--- config.mk ---
export PLATFORM = sky130hd
export DESIGN_NAME = intro_sequencer
export DESIGN_NICKNAME = d
export VERILOG_FILES = /design/src/rtl/intro_sequencer.sv
export SDC_FILE = /design/constraint.sdc
export NUM_CORES = 1
export LEC_CHECK = 0
export ABC_AREA = 1
export ABC_CLOCK_PERIOD_IN_PS = 2200
export BUFFER_PORTS_ARGS = -buffer_cell sky130_fd_sc_hd__clkbuf_2
export CAP_MARGIN = 20
export CORE_UTILIZATION = 57
export DETAILED_ROUTE_END_ITERATION = 10
export PLACE_DENSITY = 0.78
export SYNTH_ARGS = -nofsm -noshare
export SYNTH_HDL_FRONTEND = slang
export SYNTH_SLANG_ARGS = --single-unit
--- constraint.sdc ---
create_clock -name clk -period 2.2 [get_ports clk]
set_clock_uncertainty 0.15 [all_clocks]
set_input_delay 0.55 -clock clk [delete_from_list [all_inputs] [get_ports clk]]
set_output_delay 0.55 -clock clk [all_outputs]
set_load 0.01 [all_outputs]
--- src/rtl/intro_sequencer.sv ---
// Frame-paced intro controller: counts VGA frames and steps the platform, ladder and
// shield animations in order, raising done once the game may begin.
module intro_sequencer #(
    parameter int DROP_FRAMES    = 60,
    parameter int INCLINE_FRAMES = 60,
    parameter int LADDER_FRAMES  = 8,
    parameter int LADDER_COUNT   = 10,
    parameter int SHIELD_FRAMES  = 30
) (
    input  logic       clk,
    input  logic       rst,
    input  logic       vsync,
    input  logic       start_game,
    input  logic       abort,
    output logic       game_en,
    output logic       platform_ctl,
    output logic       incline_ctl,
    output logic       ladder_anim,
    output logic [3:0] ladder_cnt,
    output logic       shield_en,
    output logic       done
);

    localparam logic [7:0] DROP_LAST    = 8'(DROP_FRAMES - 1);
    localparam logic [7:0] INCLINE_LAST = 8'(INCLINE_FRAMES - 1);
    localparam logic [7:0] LADDER_LAST  = 8'(LADDER_FRAMES - 1);
    localparam logic [7:0] SHIELD_LAST  = 8'(SHIELD_FRAMES - 1);
    localparam logic [3:0] LADDER_MAX   = 4'(LADDER_COUNT);

    typedef enum logic [2:0] {
        S_IDLE,
        S_DROP,
        S_INCLINE,
        S_LADDERS,
        S_SHIELD,
        S_DONE
    } state_t;

    state_t     state_q;
    logic       vsync_q;
    logic [7:0] frame_cnt_q;
    logic [3:0] ladder_q;

    logic       frame_tick;
    logic [7:0] frame_last;
    logic [7:0] frame_inc;
    logic       phase_end;

    logic       game_en_d;
    logic       platform_ctl_d;
    logic       incline_ctl_d;
    logic       ladder_anim_d;
    logic [3:0] ladder_cnt_d;
    logic       shield_en_d;
    logic       done_d;

    // One pulse per frame, in the cycle after the vsync falling edge.
    assign frame_tick = vsync_q & ~vsync;
    assign frame_inc  = (frame_cnt_q == 8'hFF) ? frame_cnt_q : frame_cnt_q + 8'd1;
    assign phase_end  = frame_tick && (frame_cnt_q == frame_last);

    always_comb begin
        frame_last = 8'd0;
        case (state_q)
            S_DROP:    frame_last = DROP_LAST;
            S_INCLINE: frame_last = INCLINE_LAST;
            S_LADDERS: frame_last = LADDER_LAST;
            S_SHIELD:  frame_last = SHIELD_LAST;
            default:   frame_last = 8'd0;
        endcase
    end

    // Output levels follow the state register; they are registered one edge later.
    always_comb begin
        game_en_d      = 1'b0;
        platform_ctl_d = 1'b0;
        incline_ctl_d  = 1'b0;
        ladder_anim_d  = 1'b0;
        ladder_cnt_d   = 4'd0;
        shield_en_d    = 1'b0;
        done_d         = 1'b0;
        case (state_q)
            S_DROP: begin
                game_en_d      = 1'b1;
                platform_ctl_d = 1'b1;
            end
            S_INCLINE: begin
                game_en_d      = 1'b1;
                platform_ctl_d = 1'b1;
                incline_ctl_d  = 1'b1;
            end
            S_LADDERS: begin
                game_en_d      = 1'b1;
                platform_ctl_d = 1'b1;
                incline_ctl_d  = 1'b1;
                ladder_anim_d  = 1'b1;
                ladder_cnt_d   = ladder_q;
            end
            S_SHIELD: begin
                game_en_d      = 1'b1;
                platform_ctl_d = 1'b1;
                incline_ctl_d  = 1'b1;
                ladder_cnt_d   = LADDER_MAX;
                shield_en_d    = 1'b1;
            end
            S_DONE: begin
                game_en_d      = 1'b1;
                platform_ctl_d = 1'b1;
                incline_ctl_d  = 1'b1;
                ladder_cnt_d   = LADDER_MAX;
                shield_en_d    = 1'b1;
                done_d         = 1'b1;
            end
            default: ;
        endcase
    end

    always_ff @(posedge clk) begin
        if (rst) begin
            vsync_q <= 1'b0;
        end else begin
            vsync_q <= vsync;
        end

        // abort shares the reset path so it wins over ticks and start_game alike.
        if (rst || abort) begin
            state_q      <= S_IDLE;
            frame_cnt_q  <= 8'd0;
            ladder_q     <= 4'd0;
            game_en      <= 1'b0;
            platform_ctl <= 1'b0;
            incline_ctl  <= 1'b0;
            ladder_anim  <= 1'b0;
            ladder_cnt   <= 4'd0;
            shield_en    <= 1'b0;
            done         <= 1'b0;
        end else begin
            game_en      <= game_en_d;
            platform_ctl <= platform_ctl_d;
            incline_ctl  <= incline_ctl_d;
            ladder_anim  <= ladder_anim_d;
            ladder_cnt   <= ladder_cnt_d;
            shield_en    <= shield_en_d;
            done         <= done_d;

            case (state_q)
                S_IDLE: begin
                    if (start_game) begin
                        state_q     <= S_DROP;
                        frame_cnt_q <= 8'd0;
                        ladder_q    <= 4'd0;
                    end
                end
                S_DROP: begin
                    if (phase_end) begin
                        state_q     <= S_INCLINE;
                        frame_cnt_q <= 8'd0;
                    end else if (frame_tick) begin
                        frame_cnt_q <= frame_inc;
                    end
                end
                S_INCLINE: begin
                    if (phase_end) begin
                        state_q     <= S_LADDERS;
                        frame_cnt_q <= 8'd0;
                        ladder_q    <= 4'd0;
                    end else if (frame_tick) begin
                        frame_cnt_q <= frame_inc;
                    end
                end
                S_LADDERS: begin
                    // A full ladder period after the last ladder appears moves on to the shield.
                    if (phase_end) begin
                        frame_cnt_q <= 8'd0;
                        if (ladder_q == LADDER_MAX) begin
                            state_q <= S_SHIELD;
                        end else begin
                            ladder_q <= ladder_q + 4'd1;
                        end
                    end else if (frame_tick) begin
                        frame_cnt_q <= frame_inc;
                    end
                end
                S_SHIELD: begin
                    if (phase_end) begin
                        state_q     <= S_DONE;
                        frame_cnt_q <= 8'd0;
                    end else if (frame_tick) begin
                        frame_cnt_q <= frame_inc;
                    end
                end
                S_DONE: begin
                    if (frame_tick) begin
                        frame_cnt_q <= frame_inc;
                    end
                end
                default: begin
                    state_q     <= S_IDLE;
                    frame_cnt_q <= 8'd0;
                end
            endcase
        end
    end

endmodule

### After elaboration in Yosys (flattened, before gate mapping)

Index checks and enable logic that the tools add are counted.

| operators by class | value |
|---|---|
| reduce and logical (&&, ||, !) cells | 11 |
| equal/unequal tests | 15 |
| shifts and indexed selects | 0 |
| bitwise gates (word level) | 3 |
| multiplexer cells | 24 |
| order comparisons | 0 |
| div/mod/pow operators | 0 |
| add/sub/neg operators | 2 |
| multiply operators | 0 |

Operators by type and width:

| operator | count |
|---|---|
| $mux W8 | 4 |
| $pmux W8 S3 | 1 |
| $mux W3 | 6 |
| $pmux W3 S6 | 1 |
| $pmux W6 S3 | 1 |
| $mux W4 | 4 |
| $ne A2 B2 Y1 const B | 7 |
| $pmux W4 S3 | 1 |
| $add A8 B1 Y8 const B | 1 |
| $eq A8 B8 Y1 | 1 |
| $eq A8 B8 Y1 const B | 1 |
| $pmux W4 S2 | 1 |
| $reduce_or A4 Y1 | 2 |
| $reduce_and A7 Y1 | 1 |
| $eq A3 B2 Y1 const B | 2 |
| $eq A3 B3 Y1 const B | 2 |
| $mux W1 | 5 |
| $reduce_and A5 Y1 | 1 |
| $reduce_or A5 Y1 | 1 |
| $add A4 B1 Y4 const B | 1 |
| $eq A4 B4 Y1 const B | 1 |
| $reduce_or A2 Y1 | 2 |
| $eq A3 B1 Y1 const B | 1 |
| $logic_not A3 Y1 | 1 |
| other kinds (5) | 6 |

| word-level totals | value |
|---|---|
| bits in writable memories | 0 |
| latch bits | 0 |
| bits in read-only memories | 0 |
| memories kept | 0 |
| input port bits | 5 |
| register bits after elaboration | 25 |
| word-level logic and storage cells | 65 |

### Logic depth before layout (Yosys ltp)

Gate-level depths: netlist (run 1).

| logic depth | value |
|---|---|
| word-level depth | 7 |
| gate-level depth with buffers | 12 |
| depth with buffers taken out | 11 |

### Least setup slack after synthesis (run 1)

Ideal clock, no wire load.

| timing path | value |
|---|---|
| path kind | input to register |
| from | in vsync |
| to | reg frame_cnt_q[7] |
| stages on the path | 10 |
| arrival time | 1.388 ns |
| slack | 0.545 ns |
| library setup time | 0.117 ns |
| data required time | 1.933 ns |
| cell sequence | inv_1 -> nand2_1 -> nor2_1 -> nand3_1 -> nor2_1 -> nand4_2 -> nand2_2 -> nand3_2 -> nand2_4 -> nor2_1 |

| on the way | value |
|---|---|
| longest elaborated chain between the ends | 5 |

Ends and longest elaborated chain:

| what | line | source |
|---|---|---|
| start, declared | 12 | `input logic vsync,` |
| $not A1 Y1 (*) | 58 | `assign frame_tick = vsync_q & ~vsync;` |
| $and A1 B1 Y1 (*) | 58 |  |
| $mux W8 / $logic_and A1 B1 Y1 (equally long branches) | - |  |
| $mux W8 | 155 | `if (phase_end) begin` |
| $pmux W8 S3 (*) | 146 | `case (state_q)` |
| end signal, assigned | 159 | `frame_cnt_q <= frame_inc;` |
| end signal, assigned | 168 | `frame_cnt_q <= frame_inc;` |
| end signal, assigned | 181 | `frame_cnt_q <= frame_inc;` |
| end, declared | 41 | `logic [7:0] frame_cnt_q;` |

Every way passes the cells marked *; elsewhere a longest branch is shown, timed or not.
A chain may end at the register's enable or synchronous reset.

### Worst setup path in the final report (run 1)

| timing path | value |
|---|---|
| from | reg state_q[1] |
| to | reg frame_cnt_q[2] |

| on the way | value |
|---|---|
| longest elaborated chain between the ends | 7 |

Ends and longest elaborated chain:

| what | line | source |
|---|---|---|
| start, declared | 39 | `state_t state_q;` |
| start signal, assigned | 127 | `state_q <= S_IDLE;` |
| start signal, assigned | 149 | `state_q <= S_DROP;` |
| start signal, assigned | 156 | `state_q <= S_INCLINE;` |
| $eq A3 B2 Y1 / $eq A3 B1 Y1 (equally long branches) | 64, 146 |  |
| $reduce_or A2 Y1 (no line) | - |  |
| $pmux W6 S3 | 64 | `case (state_q)` |
| $eq A8 B8 Y1 | 60 | `assign phase_end = frame_tick && (frame_cnt_q == frame_last);` |
| $logic_and A1 B1 Y1 | 60 |  |
| $mux W8 | 155 |  |
| $pmux W8 S3 | 146 |  |

Several ways; a longest one is shown, not always the timed one.

==> results of run 1 <==
[metrics by stage]
step                 util  hold slack, ns  setup slack [ns]
floorplan               -           0.316             0.545
global placement    0.646           0.342             0.312
detailed placement  0.646           0.351             0.242
CTS                 0.658           0.266             0.249
global route        0.658           0.254            0.0386
finish              0.658           0.264             0.266
[routing by layer]
metal  vias up  share of wire
met3         4          0.028
met4         0          0.016
met5         -              0
met2        29           0.51
met1       527           0.45
li1        637              -
[sequential cells by signal, summed over array words and instances, names as in the netlist]
| register | cells |
|---|---|
| done | 1 |
| frame_cnt_q | 8 |
| incline_ctl | 1 |
| ladder_anim | 1 |
| ladder_cnt | 4 |
| ladder_q | 4 |
| platform_ctl | 1 |
| shield_en | 1 |
| state_q | 3 |
| vsync_q | 1 |
[worst max-delay path, delay by kind of cell (launching register included)]
kind / cells / cell delay, ns
simple gates: 10 / 0.97
flops: 1 / 0.55
buf+inv: 1 / 0.17
[power breakdown]
part	internal (mW)	total (mW)	switching, mW
Sequential	0.477	0.508	0.0316
Clock	0.0708	0.201	0.130
Combinational	0.106	0.295	0.189
Total	0.653	1.00	0.351
[final cells by class]
type                            instances  area (sq um)
Multi-Input combinational cell        137           718
Sequential cell                        25           500
Inverter                               26          97.6
Clock buffer                            4          26.3
Fill cell                             213           757
Tap cell                               28          35.0
Timing Repair Buffer                   15          77.6
[cell usage after synthesis]
library cell | count | area [sq um]
nand2_1 | 42 | 158
nor2_1 | 30 | 113
dfxtp_1 | 25 | 500
inv_1 | 24 | 90.1
nand3_1 | 17 | 85.1
a21oi_1 | 9 | 45.0
o21ai_0 | 6 | 30.0
xor2_1 | 5 | 43.8
nand2_2 | 4 | 25.0
nand3_2 | 4 | 40.0
ha_1 | 3 | 37.5
buf_4 | 2 | 15.0
inv_2 | 2 | 7.51
nand2_4 | 2 | 22.5
nor3_1 | 2 | 10.0
a21o_1 | 1 | 7.51
a31oi_1 | 1 | 6.26
a41o_1 | 1 | 10.0
buf_2 | 1 | 5.00
nand4_1 | 1 | 6.26
nand4_2 | 1 | 12.5
nor2_2 | 1 | 6.26
nor3_2 | 1 | 10.0
nor3b_1 | 1 | 7.51
nor3b_2 | 1 | 12.5
o211ai_1 | 1 | 7.51
o21ai_2 | 1 | 8.76
o31ai_1 | 1 | 7.51
or2_2 | 1 | 6.26
[worst paths after layout]
kind	endpoint	slack, ns	cells after the start
setup reg to reg	frame_cnt_q[2]$_SDFFE_PP0P_	0.27	11
hold / removal	vsync_q$_SDFF_PP0_	0.26	2
setup / recovery	frame_cnt_q[2]$_SDFFE_PP0P_	0.27	11
hold reg to reg	ladder_cnt[1]$_SDFF_PP0_	0.37	2
[logic make-up after synthesis]
group                    after synthesis  synth area share
flip-flops                            25             0.375
adder cells (fa/ha/maj)                3            0.0281
AND/OR/NAND/NOR                      108             0.385
AO/OA/AOI/OAI                         21            0.0918
buffers and inverters                 29            0.0880
XOR/XNOR                               5            0.0328
==> key figures, run 1 <==
Outcome
  – Status: complete, no violations

Worst setup path
  – Crit-path max cell delay: 0.55 ns
  – CP Capture Type: register
  – Reg-to-reg startpoint: state_q[1]$_SDFFE_PP0P_
  – Critical Path Source Type: register
  – Crit path from: state_q[1]$_SDFFE_PP0P_
  – Slowest cell on crit path: dfxtp_1
  – Worst Path Arrival: 2.00 ns
  – Worst endpoint required time: 2.27 ns
  – Critical path fanouts, max: 8
  – WS Path Type: reg -> reg
  – Critical path cell sequence: inv_1 -> nand3_2 -> nand2_2 -> nand2_1 -> nand2_1 -> nor2_1 -> nand4_2 -> nand2_2 -> nand3_2 -> nand2_4 -> nor2_1

Global route
  – Global routing usage on met3: 0.0273
  – Number of global-route vias before repair: 1183
  – Largest net degree at the start of global routing: 14
  – Met1 GRT Util: 0.268
  – Global-route wire length before repair: 4.73 mm
  – M2 GR Usage: 0.440
  – Grt total ovfl: 0
  – Initial antenna violation count: 0
  – Total GRT Usage: 0.241
  – Most crowded layer after global routing: met2

Floorplanning
  – Die area: 0.00254 sq mm
  – Rows: 17
  – Die Wd: 50.4 um
  – Initial Utilization: 0.604
  – Core area: 0.00221 sq mm
  – # IOs: 15
  – Die height: 50.4 um

Finish
  – Most frequent cells in the layout: nand2_1 (42), nor2_1 (30), dfxtp_1 (25)
  – Area grow syn2layout: 8.90%
  – Commonest non-fill, non-tap cell in the layout: nand2_1
  – Layout Cells excl Fill: 235
  – Design area: 0.00146 sq mm
  – Diode count: 0
  – Final net count: 216
  – Layout cells sized above 1: 0.174

Yosys
  – Synthesized cell area: 0.00134 sq mm
  – Post-synth net total: 199
  – Synthesized instance count: 191
  – Seq cells post-synth: 25
  – Seq/Total Area, Yosys: 0.375
  – Synth warn: 0
  – Syn_area_per_cell: 7.00 sq um
  – Synth cell types: 29

Min path
  – Start point of the worst hold path: rst
  – Min-Delay Path Class: in -> reg

STA
  – Setup-failing EPs final: 0
  – Final Critical Period: 1.93 ns
  – Period utilization: 0.879
  – Slew @ Worst Pin: 0.824 ns
  – Max-Slew Margin vs Limit: 0.446
  – Final Hold Vio Count: 0
  – Fin. max-slew vios: 0
  – RSZ-0062 raised after global routing: no
  – Setup_tns: 0 ns
  – Achievable Freq: 0.517 GHz

Clock network
  – CTS tree: yes
  – Post-CTS Setup Bufs: 0
  – CTS clk-pin slew, worst paths: 0.13 ns
  – CTS buffer count: 3
  – Cts repair resizes: 0
  – Clock Sinks: 25
  – Clock root cell: clkbuf_4
  – CTS Buffer Depth: 2
  – Hold Buf Count CTS: 0
  – Clock latency on the worst-skew pair: 0.31 ns
  – H-tree levels: 1

Job
  – Max-cap viol count: 0

Power
  – P_leak: 0.642 nW
  – Cell Pwr Density: 690 mW/mm^2
  – Total Power: 1.00 mW
  – Peak supply drop: 0.442 mV

Routing
  – DR pass1 iterations: 4
  – Post-route ant nets: 0
  – Routed vias: 1197
  – DRC Markers: 0
  – 1st-iter DRT viols: 19
  – Routed len/inst: 10.6 um
  – Via-per-instance ratio: 5.09
  – Final WL: 2.49 mm

Placement
  – IO buf count: 14
  – Detailed Place HPWL: 2.02 mm
  – GPL Wtd Cong: 0.871
  – Dpl cells: 231
  – DP Area: 0.00143 sq mm
No activity file was read; power rests on OpenSTA's default activity.
==> run 2, diff against run 1 <==
--- a/config.mk
+++ b/config.mk
@@ -12,6 +12,7 @@
 export CORE_UTILIZATION = 57
 export DETAILED_ROUTE_END_ITERATION = 10
 export PLACE_DENSITY = 0.78
+export RECOVER_POWER = 50
 export SYNTH_ARGS = -nofsm -noshare
 export SYNTH_HDL_FRONTEND = slang
 export SYNTH_SLANG_ARGS = --single-unit
==> run 2 against run 1 <==
- via count about the same
- sequential power about the same
- combinational power about the same
- critical path depth unchanged
- maximum frequency is 1.1% higher
- register-to-register slack better by 0.02 ns
- sequential cell count unchanged
- worst setup slack gained 0.021 ns
- largest power group unchanged
- clock power about the same
==> key figures, run 2 (same netlist as run 1, synthesis figures left out) <==
Worst setup path
  – Critical path fanouts, max: 8
  – Crit-path max cell delay: 0.53 ns
  – Most numerous cell on the critical path: nand2_1
  – Worst endpoint required time: 2.27 ns
  – Delay-heaviest family, CP: simple AND/OR/NAND/NOR gates
  – Slowest cell on crit path: dfxtp_1
  – Critical path cell sequence: inv_1 -> nand3_2 -> nand2_1 -> inv_1 -> nand2_1 -> nand2_1 -> nand4_2 -> nand2_2 -> nand3_2 -> nand2_4 -> nor2_1
  – Critical Path Source Type: register
  – Worst Path Arrival: 1.98 ns
  – WS Path Type: reg -> reg
  – Buf/Inv on CP: 2
  – CP Capture Type: register

Global route
  – Met1 GRT Util: 0.268
  – M2 GR Usage: 0.440
  – Global-route wire length before repair: 4.73 mm
  – Largest net degree at the start of global routing: 14
  – Global routing usage on met3: 0.0273
  – Most crowded layer after global routing: met2
  – Grt total ovfl: 0
  – Number of global-route vias before repair: 1183
  – Total GRT Usage: 0.241
  – Initial antenna violation count: 0

Finish
  – Most frequent cells in the layout: nand2_1 (42), nor2_1 (30), dfxtp_1 (25)
  – Number of fill cells: 218
  – Largest register FFs: 8
  – Top reg by flops: frame_cnt_q
  – Layout cells sized above 1: 0.130
  – Multi-input combinational cell area: 713 sq um
  – Biggest regs: frame_cnt_q: 8 flops, ladder_cnt: 4 flops, ladder_q: 4 flops
  – Area grow syn2layout: 7.77%
  – Commonest non-fill, non-tap cell in the layout: nand2_1
  – Final net count: 216
  – Diode count: 0
  – Seq. cell area: 500 sq um

STA
  – RSZ-0062 raised after global routing: no
  – Final Hold Vio Count: 0
  – Fin. max-slew vios: 0
  – Setup-failing EPs final: 0
  – Setup_tns: 0 ns
  – Final Critical Period: 1.91 ns
  – Period utilization: 0.869
  – Slew @ Worst Pin: 0.825 ns
  – Achievable Freq: 0.523 GHz
  – Worst hold slack: 0.300 ns
  – Max-Slew Margin vs Limit: 0.445

Clock network
  – Clock root cell: clkbuf_4
  – CTS clk-pin slew, worst paths: 0.13 ns
  – CTS tree: yes
  – Clock latency on the worst-skew pair: 0.31 ns
  – Hold Buf Count CTS: 0
  – Post-CTS Setup Bufs: 0
  – CTS Buffer Depth: 2
  – Clock Sinks: 25
  – H-tree levels: 1
  – CTS buffer count: 3
  – Cts repair resizes: 0

Floorplanning
  – # IOs: 15
  – Rows: 17
  – Die Wd: 50.4 um
  – Initial Utilization: 0.604
  – Die area: 0.00254 sq mm
  – Die height: 50.4 um
  – Core area: 0.00221 sq mm

Routing
  – Routed len/inst: 10.7 um
  – Routed vias: 1198
  – Via-per-instance ratio: 5.10
  – 1st-iter DRT viols: 20
  – DRC Markers: 0
  – Final WL: 2.52 mm
  – DR pass1 iterations: 4
  – Post-route ant nets: 0

Job
  – Max-cap viol count: 0

Placement
  – IO buf count: 14
  – Detailed Place HPWL: 2.02 mm
  – GPL Wtd Cong: 0.871

Power
  – P_leak: 0.615 nW
  – Cell Pwr Density: 695 mW/mm^2
  – Peak supply drop: 0.443 mV

Min path
  – Min-Delay Path Class: in -> reg

Outcome
  – Status: complete, no violations
==> run 2: cell counts in the layout (fill, tap and decap cells not counted) <==
No cell type changed its count.
==> run 2: final timing paths <==
check | from | endpoint | slack, ns | depth (start not counted)
setup / recovery | state_q[1]$_SDFFE_PP0P_ | frame_cnt_q[2]$_SDFFE_PP0P_ | 0.29 | 11
hold / removal | rst | vsync_q$_SDFF_PP0_ | 0.30 | 2
setup reg to reg | state_q[1]$_SDFFE_PP0P_ | frame_cnt_q[2]$_SDFFE_PP0P_ | 0.29 | 11
hold reg to reg | ladder_q[1]$_SDFFE_PP0P_ | ladder_cnt[1]$_SDFF_PP0_ | 0.38 | 2
==> run 2: power breakdown <==
group          switching, mW  leakage [nW]  internal [mW]
Clock                  0.130        0.0150         0.0708
Sequential            0.0307         0.203          0.477
Combinational          0.189         0.398          0.104
Total                  0.350         0.615          0.651
==> run 2: worst reg2reg max path: cells and delay by family, from the launching register on <==
kind          cells  cell delay (ns)
simple gates      9             0.90
buf+inv           2             0.24
flops             1             0.53
==> run 2: through the flow <==
stage | cells | worst slack [ns] | cell area [sq um] | power (mW) | utilization
4_1_cts | 235 | 0.249 | 1460 | 1.01 | 0.658
3_5_place_dp | 231 | 0.242 | 1430 | 0.812 | 0.646
6_report | 235 | 0.287 | 1440 | 1.00 | 0.651
3_3_place_gp | 231 | 0.312 | 1430 | 0.803 | 0.646
5_1_grt | 235 | 0.0599 | 1440 | 1.08 | 0.651
2_1_floorplan | 191 | 0.545 | 1340 | 0.759 | -
==> run 2: area by class of cell <==
class,instances,share of cell area
repair buffers,15,0.0469
inverters,26,0.0678
clock buffers,4,0.0182
flip-flops and latches,25,0.348
well taps,28,0.0243
multi-input cells,137,0.495
==> run 2: layer usage <==
layer / share of wire / vias up
met5: 0 / -
met2: 0.51 / 25
met4: 0.016 / 0
met3: 0.030 / 4
li1: - / 636
met1: 0.45 / 533
==> run 3, diff against run 2 <==
--- a/config.mk
+++ b/config.mk
@@ -9,9 +9,11 @@
 export ABC_CLOCK_PERIOD_IN_PS = 2200
 export BUFFER_PORTS_ARGS = -buffer_cell sky130_fd_sc_hd__clkbuf_2
 export CAP_MARGIN = 20
-export CORE_UTILIZATION = 57
+export CELL_PAD_IN_SITES_DETAIL_PLACEMENT = 1
+export CELL_PAD_IN_SITES_GLOBAL_PLACEMENT = 1
+export CORE_UTILIZATION = 41
 export DETAILED_ROUTE_END_ITERATION = 10
-export PLACE_DENSITY = 0.78
+export PLACE_DENSITY_LB_ADDON = 0.1
 export RECOVER_POWER = 50
 export SYNTH_ARGS = -nofsm -noshare
 export SYNTH_HDL_FRONTEND = slang
==> run 3 against run 2 <==
- non-clock buffer count stayed put
- via count is 5.3% higher
- worst setup slack worse by 0.067 ns
- combinational power is 4% higher
- register-to-register slack worse by 0.07 ns
- maximum frequency is 3.4% lower
- largest power group unchanged
- highest routed layer unchanged
==> key figures, run 3 (same netlist as run 1, synthesis figures left out) <==
Outcome
  – Status: complete, no violations

Finish
  – Largest register FFs: 8
  – Final net count: 216
  – Top reg by flops: frame_cnt_q
  – Biggest regs: frame_cnt_q: 8 flops, ladder_cnt: 4 flops, ladder_q: 4 flops
  – Commonest non-fill, non-tap cell in the layout: nand2_1
  – Design area: 0.00146 sq mm
  – Diode count: 0
  – Core Util, Final: 0.475
  – Area grow syn2layout: 9.46%
  – Layout cells sized above 1: 0.140
  – Most frequent cells in the layout: nand2_1 (42), nor2_1 (30), inv_1 (24), dfxtp_1 (24), nand3_1 (18)

Routing
  – Final WL: 3.05 mm
  – DRC Markers: 0
  – DR pass1 iterations: 4
  – 1st-iter DRT viols: 35
  – Routed vias: 1261
  – Post-route ant nets: 0
  – Via-per-instance ratio: 5.02
  – Routed len/inst: 12.1 um

STA
  – Achievable Freq: 0.505 GHz
  – Worst hold slack: 0.250 ns
  – Period utilization: 0.900
  – Setup_tns: 0 ns
  – Setup-failing EPs final: 0
  – Fin. max-slew vios: 0
  – Final Critical Period: 1.98 ns
  – Max-Slew Margin vs Limit: 0.433
  – Final Hold Vio Count: 0
  – RSZ-0062 raised after global routing: no
  – Slew @ Worst Pin: 0.843 ns

Worst setup path
  – Critical path cell sequence: inv_2 -> nand3_1 -> nand2_1 -> inv_1 -> nand2_1 -> nand2_1 -> nand4_2 -> nand2_2 -> nand3_2 -> nand2_4 -> nor2_1
  – R2r endpoint: frame_cnt_q[6]$_SDFFE_PP0P_
  – WS Path Type: reg -> reg
  – Buf/Inv on CP: 2
  – Critical Path Source Type: register
  – R2R Setup Slk: 0.22 ns
  – Slowest cell on crit path: dfxtp_1
  – R2R cell count: 11
  – Delay-heaviest family, CP: simple AND/OR/NAND/NOR gates
  – Crit-path max cell delay: 0.50 ns
  – Most numerous cell on the critical path: nand2_1
  – Worst endpoint required time: 2.28 ns
  – Worst Path Arrival: 2.06 ns
  – Reg-to-reg startpoint: state_q[2]$_SDFFE_PP0P_
  – Critical path fanouts, max: 8
  – CP Capture Type: register
  – Crit path from: state_q[2]$_SDFFE_PP0P_

Global route
  – Largest net degree at the start of global routing: 15
  – Grt total ovfl: 0
  – Total GRT Usage: 0.204
  – Number of global-route vias before repair: 1227
  – Global-route wire length before repair: 5.45 mm
  – Initial antenna violation count: 0

Clock network
  – CTS clk-pin slew, worst paths: 0.14 ns
  – Clock Sinks: 25
  – CTS Buffer Depth: 2
  – H-tree levels: 1
  – Hold Buf Count CTS: 0
  – CTS tree: yes
  – CTS buffer count: 3
  – Clock root cell: clkbuf_4
  – Clock latency on the worst-skew pair: 0.32 ns

Min path
  – Start point of the worst hold path: rst
  – Min-Delay Path Class: in -> reg
  – End of the worst hold path: vsync_q$_SDFF_PP0_
  – Hold depth: 2

Placement
  – Detailed Place HPWL: 2.52 mm
  – GPL Wtd Cong: 0.807
  – DP Area: 0.00145 sq mm
  – IO buf count: 14

Power
  – Clock share of power: 0.203
  – Sequential share of power: 0.500
  – P_sw: 371 uW
  – Peak supply drop: 0.200 mV
  – P_leak: 0.618 nW
  – Gate power share: 0.298
  – Cell Pwr Density: 698 mW/mm^2
  – Sw Ratio: 0.364
  – Cell-internal power: 650 uW

Floorplanning
  – Die area: 0.00349 sq mm
  – Core area: 0.00308 sq mm
  – Rows: 20
  – # IOs: 15
  – Die height: 59.1 um
  – Die Wd: 59.1 um
  – Initial Utilization: 0.434

Job
  – Max-cap viol count: 0
-- run 3: cell types whose count changed in the layout (fill, tap and decap cells not counted) --
cell	before	now
clkbuf_1	9	8
dfxtp_2	0	1
clkinv_2	0	1
dfxtp_1	25	24
-- run 3: power groups by stage --
stage / clock [mW] / sequential [mW] / combinational (mW)
3_3_place_gp: 0 / 0.518 / 0.296
6_report: 0.207 / 0.510 / 0.304
2_1_floorplan: 0 / 0.503 / 0.256
3_5_place_dp: 0 / 0.520 / 0.307
5_1_grt: 0.243 / 0.514 / 0.347
4_1_cts: 0.217 / 0.510 / 0.308
-- run 3: timing repair --
item,CTS,global route
setup endpoints to repair,0,2
resized for setup,0,1
buffers inserted,0,0
-- run 3: layer usage --
metal | track usage | part of all wire | vias up
li1 | - | - | 636
met4 | 0.0612 | 0.011 | 0
met5 | 0 | 0 | -
met1 | 0.246 | 0.45 | 595
met2 | 0.373 | 0.51 | 25
met3 | 0.0262 | 0.029 | 5
-- run 3: how the worst max path moves through the flow --
stage / depth (start not counted) / end / slack (ns)
after global routing: 11 / frame_cnt_q[4]$_SDFFE_PP0P_ / 0.05
after floorplan: 10 / frame_cnt_q[7]$_SDFFE_PP0P_ / 0.55
after detailed placement: 11 / frame_cnt_q[4]$_SDFFE_PP0P_ / 0.22
final: 11 / frame_cnt_q[6]$_SDFFE_PP0P_ / 0.22
after global placement: 11 / frame_cnt_q[7]$_SDFFE_PP0P_ / 0.23
after CTS: 11 / frame_cnt_q[4]$_SDFFE_PP0P_ / 0.21
-- run 3: area by class of cell --
class | count | area, sq um
timing repair buffer | 15 | 67.6
clock inverter | 1 | 5.00
inverter | 26 | 97.6
clock buffer | 3 | 22.5
fill | 435 | 1620
multi-input combinational | 137 | 713
tap | 44 | 55.1
sequential | 25 | 502
-- run 3: through the flow --
stage | power (mW) | worst slack [ns] | std cells
finish | 1.02 | 0.220 | 251
global route | 1.10 | 0.0457 | 251
CTS | 1.04 | 0.209 | 251
detailed placement | 0.827 | 0.223 | 247
global placement | 0.814 | 0.231 | 247
floorplan | 0.759 | 0.545 | 191
-- run 3: worst register-to-register path: cells and delay by family, from the launching register on --
kind / cells / cell delay, ns
buf+inv: 2 / 0.23
flops: 1 / 0.50
simple gates: 9 / 1.00
